$ cat src/rtl/pc_fetch_pkg.sv
// Shared constants and FSM encoding for the instruction fetch front end.
package pc_fetch_pkg;

  localparam int unsigned INSN_W       = 16;
  localparam int unsigned DEF_ADDR_W   = 16;
  localparam int unsigned DEF_RESET_PC = 0;

  typedef enum logic [1:0] {
    BOOT  = 2'd0,
    FETCH = 2'd1,
    FLUSH = 2'd2
  } fetch_state_t;

endpackage

$ cat src/rtl/pc_fetch_fifo.sv
// Small synchronous FIFO holding {instruction, pc} pairs; head is read straight
// from registered storage so the consumer sees no path from its own stall input.
module fetch_fifo #(
  parameter int unsigned DEPTH = 2,
  parameter int unsigned WIDTH = 32,
  localparam int unsigned CNT_W = $clog2(DEPTH + 1)
) (
  input  logic             clk,
  input  logic             rst,
  input  logic             i_push,
  input  logic [WIDTH-1:0] i_push_data,
  input  logic             i_pop,
  input  logic             i_flush,
  output logic             o_full,
  output logic             o_empty,
  output logic [CNT_W-1:0] o_count,
  output logic [WIDTH-1:0] o_head
);

  localparam int unsigned PTR_W = (DEPTH > 1) ? $clog2(DEPTH) : 1;

  logic [WIDTH-1:0] r_mem [DEPTH];
  logic [PTR_W-1:0] r_rd_ptr;
  logic [PTR_W-1:0] r_wr_ptr;
  logic [CNT_W-1:0] r_count;
  logic             w_do_push;
  logic             w_do_pop;

  function automatic logic [PTR_W-1:0] next_ptr(input logic [PTR_W-1:0] p);
    return (p == PTR_W'(DEPTH - 1)) ? '0 : p + 1'b1;
  endfunction

  assign o_full    = (r_count == CNT_W'(DEPTH));
  assign o_empty   = (r_count == '0);
  assign o_count   = r_count;
  assign o_head    = r_mem[r_rd_ptr];
  assign w_do_pop  = i_pop && !o_empty;
  // Full-and-popping frees the slot in the same edge, so that push is legal.
  assign w_do_push = i_push && (!o_full || w_do_pop);

  // NOTE: sequential state is written with <= only, so every register samples
  // the pre-edge value of every other register regardless of statement order.
  always_ff @(posedge clk) begin
    if (rst) begin
      // NOTE: storage is reset too, because the head feeds the outputs directly
      // and those must read as zero straight after reset.
      for (int i = 0; i < int'(DEPTH); i++) r_mem[i] <= '0;
      r_rd_ptr <= '0;
      r_wr_ptr <= '0;
      r_count  <= '0;
    end else if (i_flush) begin
      r_rd_ptr <= '0;
      r_wr_ptr <= '0;
      r_count  <= '0;
    end else begin
      if (w_do_push) begin
        r_mem[r_wr_ptr] <= i_push_data;
        r_wr_ptr        <= next_ptr(r_wr_ptr);
      end
      if (w_do_pop) r_rd_ptr <= next_ptr(r_rd_ptr);
      r_count <= r_count + CNT_W'(w_do_push) - CNT_W'(w_do_pop);
    end
  end

endmodule

$ cat src/rtl/pc_fetch.sv
// Fetch front end: owns the PC, issues one-cycle-latency memory reads, buffers
// returned words and hands them to the parser with back pressure and redirect.
module pc_fetch
  import pc_fetch_pkg::*;
#(
  parameter int unsigned       ADDR_W   = DEF_ADDR_W,
  parameter logic [ADDR_W-1:0] RESET_PC = ADDR_W'(DEF_RESET_PC),
  parameter int unsigned       DEPTH    = 2   // must be at least 2
) (
  input  logic              clk,
  input  logic              rst,
  output logic              imem_req,
  output logic [ADDR_W-1:0] imem_addr,
  input  logic [INSN_W-1:0] imem_rdata,
  input  logic              redirect_valid,
  input  logic [ADDR_W-1:0] redirect_pc,
  output logic [INSN_W-1:0] code,
  output logic [ADDR_W-1:0] code_pc,
  output logic              pc_fetch_done,
  input  logic              code_paser_back_pressure
);

  localparam int unsigned CNT_W = $clog2(DEPTH + 1);
  localparam int unsigned OCC_W = CNT_W + 1;
  localparam int unsigned ENT_W = INSN_W + ADDR_W;

  fetch_state_t      r_state;
  fetch_state_t      w_state_nxt;
  logic [ADDR_W-1:0] r_pc;
  logic [ADDR_W-1:0] r_req_addr;
  logic              r_inflight;
  logic              r_dead;

  logic              w_req;
  logic              w_pop;
  logic              w_push;
  logic              w_live_resp;
  logic              w_room;
  logic [OCC_W-1:0]  w_occ;
  logic              w_fifo_full;
  logic              w_fifo_empty;
  logic [CNT_W-1:0]  w_fifo_count;
  logic [ENT_W-1:0]  w_fifo_head;

  assign pc_fetch_done = !w_fifo_empty;
  assign w_pop         = pc_fetch_done && !code_paser_back_pressure;
  assign w_live_resp   = r_inflight && !r_dead;
  assign w_push        = w_live_resp && !redirect_valid;

  // Occupancy once this cycle settles; pop implies count >= 1 so it cannot underflow.
  assign w_occ  = OCC_W'(w_fifo_count) + OCC_W'(w_live_resp) - OCC_W'(w_pop);
  assign w_room = (w_occ < OCC_W'(DEPTH));

  // NOTE: every output of this block gets a default before the case, so no
  // path leaves a signal unassigned and no latch is inferred.
  always_comb begin
    w_state_nxt = r_state;
    w_req       = 1'b0;
    unique case (r_state)
      BOOT:    w_state_nxt = FETCH;
      FETCH:   w_req       = w_room;
      FLUSH:   w_state_nxt = FETCH;
      default: w_state_nxt = BOOT;
    endcase
    if (redirect_valid) begin
      w_state_nxt = FLUSH;
      w_req       = 1'b0;
    end
  end

  always_ff @(posedge clk) begin
    if (rst) begin
      r_state    <= BOOT;
      r_pc       <= RESET_PC;
      r_req_addr <= '0;
      r_inflight <= 1'b0;
      r_dead     <= 1'b0;
    end else begin
      r_state    <= w_state_nxt;
      r_inflight <= w_req;
      r_dead     <= redirect_valid;
      if (redirect_valid) begin
        r_pc <= redirect_pc;
      end else if (w_req) begin
        r_pc       <= r_pc + 1'b1;
        r_req_addr <= r_pc;
      end
    end
  end

  fetch_fifo #(
    .DEPTH (DEPTH),
    .WIDTH (ENT_W)
  ) u_fifo (
    .clk         (clk),
    .rst         (rst),
    .i_push      (w_push),
    .i_push_data ({imem_rdata, r_req_addr}),
    .i_pop       (w_pop),
    .i_flush     (redirect_valid),
    .o_full      (w_fifo_full),
    .o_empty     (w_fifo_empty),
    .o_count     (w_fifo_count),
    .o_head      (w_fifo_head)
  );

  assign imem_req  = w_req;
  assign imem_addr = r_pc;
  assign code      = w_fifo_head[ADDR_W +: INSN_W];
  assign code_pc   = w_fifo_head[ADDR_W-1:0];

  a_no_overflow: assert property (@(posedge clk) disable iff (rst)
    !(w_push && w_fifo_full && !w_pop));

endmodule

$ cat config.mk
export PLATFORM = sky130hd
export DESIGN_NAME = pc_fetch
export DESIGN_NICKNAME = d
export VERILOG_FILES = /design/src/rtl/pc_fetch_pkg.sv /design/src/rtl/pc_fetch_fifo.sv /design/src/rtl/pc_fetch.sv
export SDC_FILE = /design/constraint.sdc
export NUM_CORES = 1
export LEC_CHECK = 0
export ABC_AREA = 1
export BUFFER_PORTS_ARGS = -buffer_cell sky130_fd_sc_hd__buf_2
export CAP_MARGIN = 10
export CORE_AREA = 2 2 107 98
export CTS_CLUSTER_DIAMETER = 100
export DETAILED_ROUTE_END_ITERATION = 6
export DIE_AREA = 0 0 109 100
export GPL_ROUTABILITY_DRIVEN = 0
export PLACE_DENSITY = 0.79
export REMOVE_ABC_BUFFERS = 1
export SETUP_SLACK_MARGIN = 0.2
export SYNTH_ARGS = -nofsm -noshare
export SYNTH_HDL_FRONTEND = slang
export SYNTH_SLANG_ARGS = --single-unit
$ cat constraint.sdc
create_clock -name clk -period 3.45 [get_ports clk]
set_clock_uncertainty 0.05 [all_clocks]
set_input_delay 0.1725 -clock clk [delete_from_list [all_inputs] [get_ports clk]]
set_output_delay 0.1725 -clock clk [all_outputs]
set_load 0.02 [all_outputs]
==> summary.md, run 1 <==
| Metric | Value |
|---|---|
| Status | complete, no violations |
| Fmax | 0.328 GHz |
| Ys async rst share | 0% |
| Final hold vios | 0 |
| Register bit total from synthesis | 105 |
| Pwr/cell area | 421 mW/mm2 |
| Cell count after synthesis | 478 |
| Synth warn | 0 |
| Worst-path clk slew | 90 ps |
| PortBufs | 85 |
| Drt total wl | 9.72 mm |
| Initial Util | 48.1% |
| Synth Area in Simple Gates | 17.8% |
| Worst EP arrival | 2820 ps |
| DRT iter0 DRCs | 192 |
| Critical Path Source Type | flip-flop |
| Largest cells by area after synthesis | edfxtp_1 (40%), dfxtp_1 (17%), mux2_2 (7.1%), nor2_1 (6.4%), inv_1 (5.4%) |
| DR DRC count | 0 |
| Area Growth Syn to Fin | 15.3% |
| Routed WL per cell | 13.9 um |
| Min-delay src | redirect_pc[14] |
| Largest net degree at the start of global routing | 34 |
| Post-route ant nets | 0 |
| Via count | 3487 |
| Endpoint type of the worst setup path | output pin |
| Slew @ Worst Pin | 744 ps |
| Worst Path Required | 3230 ps |
| Post-synth top area share | 40.2% |
| Avg Vias per Cell | 4.97 |
| Core Region | 0.00994 mm2 |
| Leading area contributor after synthesis | edfxtp_1 |
| Crit Path Max Fanout | 18 |
| Mapped cell area | 0.00478 mm2 |
| Post-synth EDFFs | 64 |
| Most used DFF post-synth | edfxtp_1 |
| Distinct cells, synth | 36 |
| NumNets Final | 609 |
| Io pins | 86 |
| H-tree levels | 3 |
| DP Wirelength | 6.61 mm |
| Post-CTS Setup Bufs | 0 |
| Finished Layout Cells | 701 |
| Min-delay worst type | in2reg |
| Unrepaired setup endpoints after global routing | false |
| Layout cell share with drive strength beyond 1 | 27.8% |
| Slew HR | 50.4% |
| Die Ht | 100 um |
| R2r startpoint | u_fifo.o_count[1]$_SDFF_PP0_ |
| Seq/Total Area, Yosys | 57.4% |
| N_diodes | 0 |
| DRT Pass-1 Iters | 4 |
| Clk_lat worst skew | 360 ps |
| Final Cycle Share | 88.2% |
| Die W | 109 um |
| Post-Synth XOR/XNOR Area | 0.917% |
| Number of buffers created by CTS | 9 |
| Lkg Pwr | 2.39 nW |
| Syn_area_per_cell | 9.99 um2 |
| Placed insts | 678 |
| Antenna violations before repair | 0 |
| Sum Neg Setup Slack | 0 ps |
| CTS tree | yes |
| Clk sinks | 105 |
| Total global routing overflow | 0 |
| First-pass GRT wire length | 15.8 mm |
| Critical path origin | u_fifo.o_count[1]$_SDFF_PP0_ |
| Clk buf depth | 2 |
| Main combinational cell family by area after synthesis | simple AND/OR/NAND/NOR gates |
| Worst-case vdd ir drop | 0.000248 V |
| Post-synthesis compound-gate area fraction | 5.79% |
| Standard-cell row count | 35 |
| Synth Area in Adders | 1.47% |
| Max_cap viols | 0 |
| Global Route Usage Sum | 18.6% |
| Vias in the first global route | 3253 |
| Final slew viol count | 0 |
| Crit path kind | reg2out |
| Root Driver | clkbuf_8 |
| Multiplexer share of the synthesized area | 7.54% |
| Tmin final | 3040 ps |
| Die area | 0.0109 mm2 |
| Final setup fails | 0 |
flip-flops by register name (all words and copies together) (netlist names), named ones only:
signal           count
r_inflight           1
imem_addr           16
u_fifo.r_rd_ptr      1
u_fifo.r_mem        64
r_dead               1
u_fifo.r_wr_ptr      1
u_fifo.o_count       2
r_state              2
r_req_addr          16
repair_timing:
action,CTS,global route
endpoints found under the setup margin,1,1
resized for setup,0,1
hold buffers,7,0
pin swaps,1,0
gates cloned,1,0
hold endpoints to repair,7,0
power by group:
| group | internal (W) | total [W] | switching (W) |
|---|---|---|---|
| Clock | 0.000270 | 0.000690 | 0.000420 |
| Sequential | 0.00138 | 0.00141 | 0.0000296 |
| Combinational | 0.0000785 | 0.000222 | 0.000144 |
| Total | 0.00172 | 0.00232 | 0.000594 |
cell families (layout without fill, tap and decap cells):
logic type,after synthesis,count (layout)
AND/OR/NAND/NOR,188,189
buffers and inverters,93,186
flip-flops,105,105
multiplexers,32,32
XOR/XNOR,5,5
AO/OA/AOI/OAI,50,50
adder cells (fa/ha/maj),5,5
placed cells by master, fill, tap and decap left out, types with 5 or more instances in the layout:
master and instances:
a21oi_1 16, buf_2 85, clkbuf_8 9, dfxtp_1 41, dlygate4sd3_1 7, edfxtp_1 64, inv_1 69, inv_2 5
mux2_2 30, nand2_1 60, nand2_2 6, nand3_1 23, nor2_1 82, o21ai_0 21
layout make-up:
class / count / area, um2
Fill cell: 885 / 4430
Multi-Input combinational cell: 281 / 1620
Sequential cell: 105 / 2740
Clock inverter: 6 / 51.3
Timing Repair Buffer: 96 / 526
Inverter: 75 / 287
Tap cell: 129 / 161
Clock buffer: 9 / 124
per-stage QoR:
stage / hold slack, ps / setup WS (ps) / total power (W) / util [%] / cell area [um2]
2_1_floorplan: 192 / 853 / 0.00156 / - / 4630
3_3_place_gp: 329 / 691 / 0.00164 / 52.8 / 5250
3_5_place_dp: 340 / 480 / 0.00165 / 52.8 / 5250
4_1_cts: 38.9 / 277 / 0.00234 / 55.4 / 5500
5_1_grt: 45.1 / 223 / 0.00242 / 55.4 / 5510
6_report: 48.7 / 406 / 0.00232 / 55.4 / 5510
worst paths after layout:
kind | slack, ps | end | depth (start not counted)
hold / removal | 50 | imem_addr[14]$_SDFFE_PP0P_ | 5
setup / recovery | 410 | imem_req | 11
setup reg to reg | 650 | imem_addr[15]$_SDFFE_PP0P_ | 14
hold reg to reg | 430 | r_req_addr[0]$_SDFFE_PP0P_ | 2
cell usage after synthesis (2+ instances only):
library cell	count
a211oi_1	4
inv_1	69
nand2_2	6
buf_6	9
nor2_1	82
buf_2	8
dfxtp_1	41
o21ai_0	21
nor2_4	4
nor3_1	4
inv_2	5
nand2_1	60
a31oi_1	2
edfxtp_1	64
nand3_2	2
mux2_2	30
nand3_1	23
ha_1	4
mux2_1	2
xor2_1	2
o211ai_1	3
xnor2_1	3
a21oi_1	17
critical path, stage by stage, from the launching register on:
cell and delay [ps]:
dfxtp_1 440, inv_2 90, a21oi_2 230, ha_1 260
inv_1 80, nand3_1 90, fa_1 520, nand2_1 80
nor2_4 180, nand3_4 210, inv_2 100, buf_2 170
per-layer routing:
metal / GRT usage, % / up-vias / wire (um)
met2: 28.8 / 126 / 4400
met5: 0 / - / 0
met3: 4.16 / 12 / 698
met4: 5.33 / 0 / 146
li1: - / 1732 / -
met1: 26.4 / 1617 / 4480
(Power assumes the default switching activity.)
==> inputs of run 2 (changes only) <==
--- a/config.mk
+++ b/config.mk
@@ -6,14 +6,14 @@
 export NUM_CORES = 1
 export LEC_CHECK = 0
 export ABC_AREA = 1
-export BUFFER_PORTS_ARGS = -buffer_cell sky130_fd_sc_hd__buf_2
 export CAP_MARGIN = 10
 export CORE_AREA = 2 2 107 98
 export CTS_CLUSTER_DIAMETER = 100
 export DETAILED_ROUTE_END_ITERATION = 6
 export DIE_AREA = 0 0 109 100
+export DONT_BUFFER_PORTS = 1
 export GPL_ROUTABILITY_DRIVEN = 0
-export PLACE_DENSITY = 0.79
+export PLACE_DENSITY = 0.72
 export REMOVE_ABC_BUFFERS = 1
 export SETUP_SLACK_MARGIN = 0.2
 export SYNTH_ARGS = -nofsm -noshare
==> summary.md, run 2 (synthesis results as in run 1) <==
| Metric | Value |
|---|---|
| Worst Path Required | 3230 ps (about the same) |
| N_diodes | 0 (unchanged) |
| Antenna violations before repair | 0 (unchanged) |
| Unrepaired setup endpoints after global routing | false |
| Die area | 0.0109 mm2 (unchanged) |
| Tmin final | 3040 ps (+0.0240 ps) |
| Clk_lat worst skew | 370 ps (about the same) |
| Avg Vias per Cell | 5.14 (+3.2%) |
| Flop pwr share | 62.2% (+1.6 points) |
| Layout cell share with drive strength beyond 1 | 14.0% (-14 points) |
| Io pins | 86 (unchanged) |
| Area Growth Syn to Fin | 11.7% |
| Routed WL per cell | 15.3 um (+11%) |
| Met3 Use GR | 5.71% (+1.6 points) |
| CP delay by family, top | adder cells |
| Lkg Pwr | 2.11 nW (-12%) |
| Most common library cell in the layout ignoring fill and taps | nor2_1 |
| DP Wirelength | 6.33 mm (-4.2%) |
| DRT Pass-1 Iters | 4 (unchanged) |
| Post-CTS Setup Bufs | 0 (unchanged) |
| Final setup fails | 0 (unchanged) |
| Number of flip-flops in the largest register | 64 (unchanged) |
| Standard-cell row count | 35 (unchanged) |
| Slew HR | 51.4% (+1.1 points) |
| Register with the most flip-flops | u_fifo.r_mem |
| Pwr/cell area | 429 mW/mm2 (+1.9%) |
| Delay of the slowest cell on the worst path | 510 ps (about the same) |
| Worst-case vdd ir drop | 0.000210 V (-15%) |
| Post_cts resized | 0 (unchanged) |
| DRT iter0 DRCs | 165 (-14%) |
| Clk sinks | 105 (unchanged) |
| Endpoint type of the worst setup path | output pin |
| PortBufs | 0 (-100%) |
| First-pass GRT wire length | 15.1 mm (-4.6%) |
| Vias in the first global route | 3099 (-4.7%) |
| Via count | 3302 (-5.3%) |
| Global Route Usage Sum | 18.1% (-0.54 points) |
| Min-delay worst type | in2reg |
| Root Driver | clkbuf_8 |
| CTS tree | yes |
| Critical Path Source Type | flip-flop |
| Switching share of power | 25.2% (-0.36 points) |
| Final slew viol count | 0 (unchanged) |
| Cell Int Power | 0.00171 W (-0.83%) |
| Sum Neg Setup Slack | 0 ps (unchanged) |
| Comb pwr share | 8.2% (-1.4 points) |
| Post-route ant nets | 0 (unchanged) |
| Largest net degree at the start of global routing | 36 (+5.9%) |
| Number of buffers created by CTS | 9 (unchanged) |
| CP Buf/Inv Count | 3 (-1) |
| Clock power share | 29.6% (-0.2 points) |
| H-tree levels | 3 (unchanged) |
| Final hold vios | 0 (unchanged) |
| Met2 GRT Util | 29.9% (+1.1 points) |
| Crit Path Max Fanout | 18 (unchanged) |
| Slew @ Worst Pin | 728 ps (-16.2 ps) |
| Clk buf depth | 2 (unchanged) |
| Commonest non-fill, non-tap cells in the layout | nor2_1 (82), inv_1 (69), edfxtp_1 (64) |
| Initial Util | 48.1% (unchanged) |
| Status | complete, no violations |
| CP dominant cell by count | inv_2 |
| Total global routing overflow | 0 (unchanged) |
| Die W | 109 um (unchanged) |
| NumNets Final | 550 (-9.7%) |
| Core Region | 0.00994 mm2 (unchanged) |
| Worst-path clk slew | 110 ps (+20 ps) |
| GR peak layer | met2 |
| NetSw | 0.000578 W (-2.7%) |
| Met1 Use GR | 23.3% (-3.2 points) |
| CP cell instances | inv_2, a21oi_1, ha_1, inv_1, nand3_1, fa_1, nand2_1, nor2_4, nand3_4, inv_2 |
| Die Ht | 100 um (unchanged) |
| Worst EP arrival | 2820 ps (about the same) |
| Fmax | 0.328 GHz (about the same) |
| Crit path kind | reg2out |
| Max_cap viols | 0 (unchanged) |
| Hold Slack | 46.9 ps (-1.82 ps) |
| DR DRC count | 0 (unchanged) |
| CP max stage cell | fa_1 |
| Final Cycle Share | 88.2% (about the same) |
| Drt total wl | 9.86 mm (+1.4%) |
## run 2: cell types whose count changed in the layout (fill, tap and decap cells not counted), moves of 2 or more
cell,delta
dlygate4sd3_1,+26
clkinvlp_4,+3
clkbuf_1,+2
buf_2,-85
## run 2: timing repair
action / CTS / global route
endpoints found under the setup margin: 0 / 1
hold endpoints to repair: 51 / 0
hold buffers: 33 / 0
## run 2: worst paths after layout
kind	endpoint	depth (start not counted)	slack (ps)	from
worst max-delay path	imem_req	10	410	u_fifo.o_count[1]$_SDFF_PP0_
worst min-delay path	imem_addr[1]$_SDFFE_PP0P_	3	50	redirect_valid
worst max register to register	r_req_addr[5]$_SDFFE_PP0P_	11	560	u_fifo.o_count[1]$_SDFF_PP0_
worst min register to register	u_fifo.r_rd_ptr$_SDFFE_PP0P_	1	420	u_fifo.r_rd_ptr$_SDFFE_PP0P_
## run 2: worst register-to-register path, stage by stage (launching register included)
cell and delay (ps):
dfxtp_1 430, inv_2 80, a21oi_1 280, ha_1 290, inv_1 70, nand3_1 90
fa_1 510, nand2_1 80, nor2_4 210, nand3_2 340, o21ai_0 290, a21oi_1 60
## run 2: metal layers
metal	up-vias	wire length, um	part of all wire [%]
met5	-	0	0
met4	0	119	1.2
met3	12	917	9.3
met2	126	4620	47
met1	1550	4200	43
li1	1614	-	-
## run 2: layout make-up
type	instances	area (um2)
Sequential cell	105	2740
Multi-Input combinational cell	281	1610
Timing Repair Buffer	37	360
Fill cell	863	4610
Inverter	75	287
Tap cell	129	161
Clock inverter	5	40.0
Clock buffer	11	131
## run 2: power by group through the flow
stage | Sequential [W] | Combinational (W) | Clock, W
4_1_cts | 0.00142 | 0.000185 | 0.000694
2_1_floorplan | 0.00144 | 0.000120 | 0
3_3_place_gp | 0.00145 | 0.000149 | 0
5_1_grt | 0.00143 | 0.000208 | 0.000744
3_5_place_dp | 0.00145 | 0.000153 | 0
6_report | 0.00142 | 0.000187 | 0.000677
## run 2: metrics by stage
step	worst slack, ps	cells	total power (W)	cell area [um2]	utilization, %
after floorplan	853	460	0.00156	4630	-
after global placement	680	593	0.00160	4820	48.5
after detailed placement	525	593	0.00160	4820	48.5
after CTS	282	642	0.00230	5330	53.6
after global routing	187	643	0.00238	5340	53.7
final	406	643	0.00229	5340	53.7
==> inputs of run 3 (changes only) <==
--- a/config.mk
+++ b/config.mk
@@ -5,12 +5,11 @@
 export SDC_FILE = /design/constraint.sdc
 export NUM_CORES = 1
 export LEC_CHECK = 0
-export ABC_AREA = 1
 export CAP_MARGIN = 10
-export CORE_AREA = 2 2 107 98
+export CORE_AREA = 2 2 105 96
 export CTS_CLUSTER_DIAMETER = 100
 export DETAILED_ROUTE_END_ITERATION = 6
-export DIE_AREA = 0 0 109 100
+export DIE_AREA = 0 0 107 98
 export DONT_BUFFER_PORTS = 1
 export GPL_ROUTABILITY_DRIVEN = 0
 export PLACE_DENSITY = 0.72
==> summary.md, run 3 <==
| Metric | Value |
|---|---|
| R2R Setup Slk | 400 ps (-160 ps) |
| Slew @ Worst Pin | 981 ps (+254 ps) |
| Post-synthesis compound-gate area fraction | 5.23% (-0.56 points) |
| Max_cap viols | 0 (unchanged) |
| CP max stage cell | fa_1 |
| Min-delay worst type | in2reg |
| Die W | 107 um (-1.8%) |
| Most common cell in the netlist | edfxtp_1 |
| First-pass GRT wire length | 14.7 mm (-2.3%) |
| Initial Util | 48.4% (+0.38 points) |
| Unrepaired setup endpoints after global routing | false |
| DP Wirelength | 5.65 mm (-11%) |
| Root Driver | clkbuf_8 |
| Layout cell share with drive strength beyond 1 | 16.1% (+2.1 points) |
| Leading area contributor after synthesis | edfxtp_1 |
| Status | complete, no violations |
| Finished Layout Cells | 537 (-16%) |
| Clk sinks | 105 (unchanged) |
| Worst EP arrival | 3280 ps (+460 ps) |
| Routed WL per cell | 16.9 um (+10%) |
| Synth cell count leaders | edfxtp_1 (64), and2_1 (63), dfxtp_1 (41) |
| Vias in the first global route | 2874 (-7.3%) |
| Distinct cells, synth | 38 (+5.6%) |
| CP cell instances | inv_1, a21oi_2, ha_1, inv_1, nand3_1, fa_1, nand3b_4, or3_4, or4_1, a311oi_1 |
| R2r startpoint | u_fifo.o_count[1]$_SDFF_PP0_ |
| Tmin final | 3050 ps (+5.55 ps) |
| Critical Path Source Type | flip-flop |
| Post-route cell area | 0.00529 mm2 (-0.82%) |
| Worst r2r path cells | 10 (-1) |
| Clk_lat worst skew | 360 ps (about the same) |
| Final Cycle Share | 88.4% (+0.16 points) |
| Number of buffers created by CTS | 9 (unchanged) |
| Min-delay src | redirect_pc[11] |
| Delay of the slowest cell on the worst path | 590 ps (+80 ps) |
| Largest cells by area after synthesis | edfxtp_1 (42%), dfxtp_1 (18%), and2_1 (8.6%), mux2_2 (7.8%), mux2i_1 (3.5%) |
| Area Growth Syn to Fin | 15.2% |
| CP dominant cell by count | inv_1 |
| Antenna violations before repair | 0 (unchanged) |
| Hold EP | imem_addr[11]$_SDFFE_PP0P_ |
| Post-route ant nets | 0 (unchanged) |
| Hold path cells | 3 (unchanged) |
| DR DRC count | 0 (unchanged) |
| Number of flip-flops in the largest register | 64 (unchanged) |
| Syn_area_per_cell | 12.2 um2 (+22%) |
| Slew HR | 34.4% (-17 points) |
| Die area | 0.0105 mm2 (-3.8%) |
| Multiplexer share of the synthesized area | 11.3% (+3.8 points) |
| Register bit total from synthesis | 105 (unchanged) |
| Synth warn | 0 (unchanged) |
| Met2 GRT Util | 29.4% (-0.42 points) |
| Post-CTS Setup Bufs | 0 (unchanged) |
| Sum Neg Setup Slack | 0 ps (unchanged) |
| Fmax | 0.328 GHz (-0.18%) |
| Register with the most flip-flops | u_fifo.r_mem |
| Io pins | 86 (unchanged) |
| Standard-cell row count | 34 (-2.9%) |
| Lkg Pwr | 1.88 nW (-11%) |
| Die Ht | 98 um (-2.0%) |
| Mapped cell area | 0.00459 mm2 (-3.8%) |
| CP Buf/Inv Count | 2 (-1) |
| Crit path kind | reg2reg |
| Synth Area in Simple Gates | 17.3% (-0.57 points) |
| Post-synth EDFFs | 64 (unchanged) |
| Met3 Use GR | 5.67% (-0.040 points) |
| Final setup fails | 0 (unchanged) |
| N_diodes | 0 (unchanged) |
| CTS tree | yes |
| DRT Pass-1 Iters | 4 (unchanged) |
| Core Region | 0.00949 mm2 (-4.6%) |
| Largest net degree at the start of global routing | 37 (+2.8%) |
| Cell count after synthesis | 377 (-21%) |
| Placed insts | 489 (-18%) |
| PortBufs | 0 (unchanged) |
| CP delay by family, top | simple AND/OR/NAND/NOR gates |
| NumNets Final | 447 (-19%) |
| Clk buf depth | 2 (unchanged) |
| Post-synth top area share | 41.8% (+1.6 points) |
| Crit Path Max Fanout | 10 (-8) |
| Fill cells | 787 (-8.8%) |
| Global Route Usage Sum | 17.9% (-0.16 points) |
| Seq/Total Area, Yosys | 59.7% (+2.3 points) |
| Post-Synth XOR/XNOR Area | 2.10% (+1.2 points) |
| Most common library cell in the layout ignoring fill and taps | edfxtp_1 |
| Synth Area in Adders | 1.53% (+0.058 points) |
| Final slew viol count | 0 (unchanged) |
| Ys async rst share | 0% (unchanged) |
| Worst-path clk slew | 90 ps (-20 ps) |
| Met1 Use GR | 23.1% (-0.16 points) |
| Total power | 0.00224 W (-2.2%) |
| Commonest non-fill, non-tap cells in the layout | edfxtp_1 (64), and2_1 (63), dfxtp_1 (40) |
| Pwr/cell area | 423 mW/mm2 (-1.4%) |
| Drt total wl | 9.07 mm (-8.0%) |
| Dpl cell area | 0.00476 mm2 (-1.2%) |
| Endpoint type of the worst setup path | flip-flop |
| RR Endpoint | imem_addr[13]$_SDFFE_PP0P_ |
| Total global routing overflow | 0 (unchanged) |
| Main combinational cell family by area after synthesis | simple AND/OR/NAND/NOR gates |
| DRT iter0 DRCs | 119 (-28%) |
| GR peak layer | met2 |
| Hold Slack | 24.6 ps (-22.2 ps) |
| Worst Path Required | 3680 ps (+450 ps) |
| Worst-case vdd ir drop | 0.000276 V (+32%) |
| Most used DFF post-synth | edfxtp_1 |
| H-tree levels | 3 (unchanged) |
| Final hold vios | 0 (unchanged) |
| Avg Vias per Cell | 5.36 (+4.4%) |
| Via count | 2878 (-13%) |
==> run 3: timing repair <==
action / CTS / global route
hold buffers: 32 / 0
gates cloned: 0 / 0
gates resized for setup: 2 / 6
endpoints found under the setup margin: 5 / 10
pin swaps: 0 / 0
hold endpoints to repair: 68 / 0
==> run 3: worst min-delay path, cell delays in order <==
cell and delay (ps):
inv_1 40, a21oi_1 80, o31a_1 110
==> run 3: worst max path at each step <==
stage / start / to / slack, ps / cells after the start
floorplan: u_fifo.o_count[1]$_SDFF_PP0_ / r_req_addr[0]$_SDFFE_PP0P_ / -920 / 10
global placement: u_fifo.o_count[1]$_SDFF_PP0_ / imem_addr[13]$_SDFFE_PP0P_ / 270 / 10
detailed placement: u_fifo.o_count[1]$_SDFF_PP0_ / imem_addr[14]$_SDFFE_PP0P_ / 110 / 10
CTS: u_fifo.o_count[1]$_SDFF_PP0_ / imem_addr[14]$_SDFFE_PP0P_ / 170 / 10
global route: u_fifo.o_count[1]$_SDFF_PP0_ / imem_addr[12]$_SDFFE_PP0P_ / 240 / 10
finish: u_fifo.o_count[1]$_SDFF_PP0_ / imem_addr[13]$_SDFFE_PP0P_ / 400 / 10
==> run 3: final cells by class <==
cell class	count	area [um2]	share of cell area, %
Clock buffer	10	128	2.41
Multi-Input combinational cell	238	1780	33.6
Clock inverter	6	35.0	0.662
Tap cell	126	158	2.98
Inverter	12	45.0	0.851
Timing Repair Buffer	40	403	7.61
Sequential cell	105	2750	51.9
==> run 3: metrics by stage <==
| stage | worst slack [ps] | utilization [%] |
|---|---|---|
| 6_report | 400 | 55.8 |
| 5_1_grt | 242 | 55.8 |
| 4_1_cts | 173 | 55.5 |
| 3_5_place_dp | 106 | 50.2 |
| 3_3_place_gp | 270 | 50.2 |
| 2_1_floorplan | -917 | - |
==> run 3: report_power, final <==
group	total [W]	switching [W]	internal [W]	leakage, nW
registers	0.00142	0.0000510	0.00137	0.998
logic	0.000160	0.0000906	0.0000698	0.810
clock network	0.000656	0.000399	0.000257	0.0750
total	0.00224	0.000540	0.00170	1.88
==> run 3: cell families (layout without fill, tap and decap cells) <==
logic type / Yosys count / after routing
multiplexers: 48 / 48
flip-flops: 105 / 105
AO/OA/AOI/OAI: 33 / 33
XOR/XNOR: 11 / 11
adder cells (fa/ha/maj): 5 / 5
buffers and inverters: 34 / 68
AND/OR/NAND/NOR: 141 / 141
==> run 3: layer usage <==
| metal | wire length [um] | up-vias |
|---|---|---|
| met5 | 0 | - |
| met4 | 80 | 0 |
| met3 | 660 | 8 |
| met2 | 4350 | 87 |
| met1 | 3980 | 1385 |
| li1 | - | 1398 |
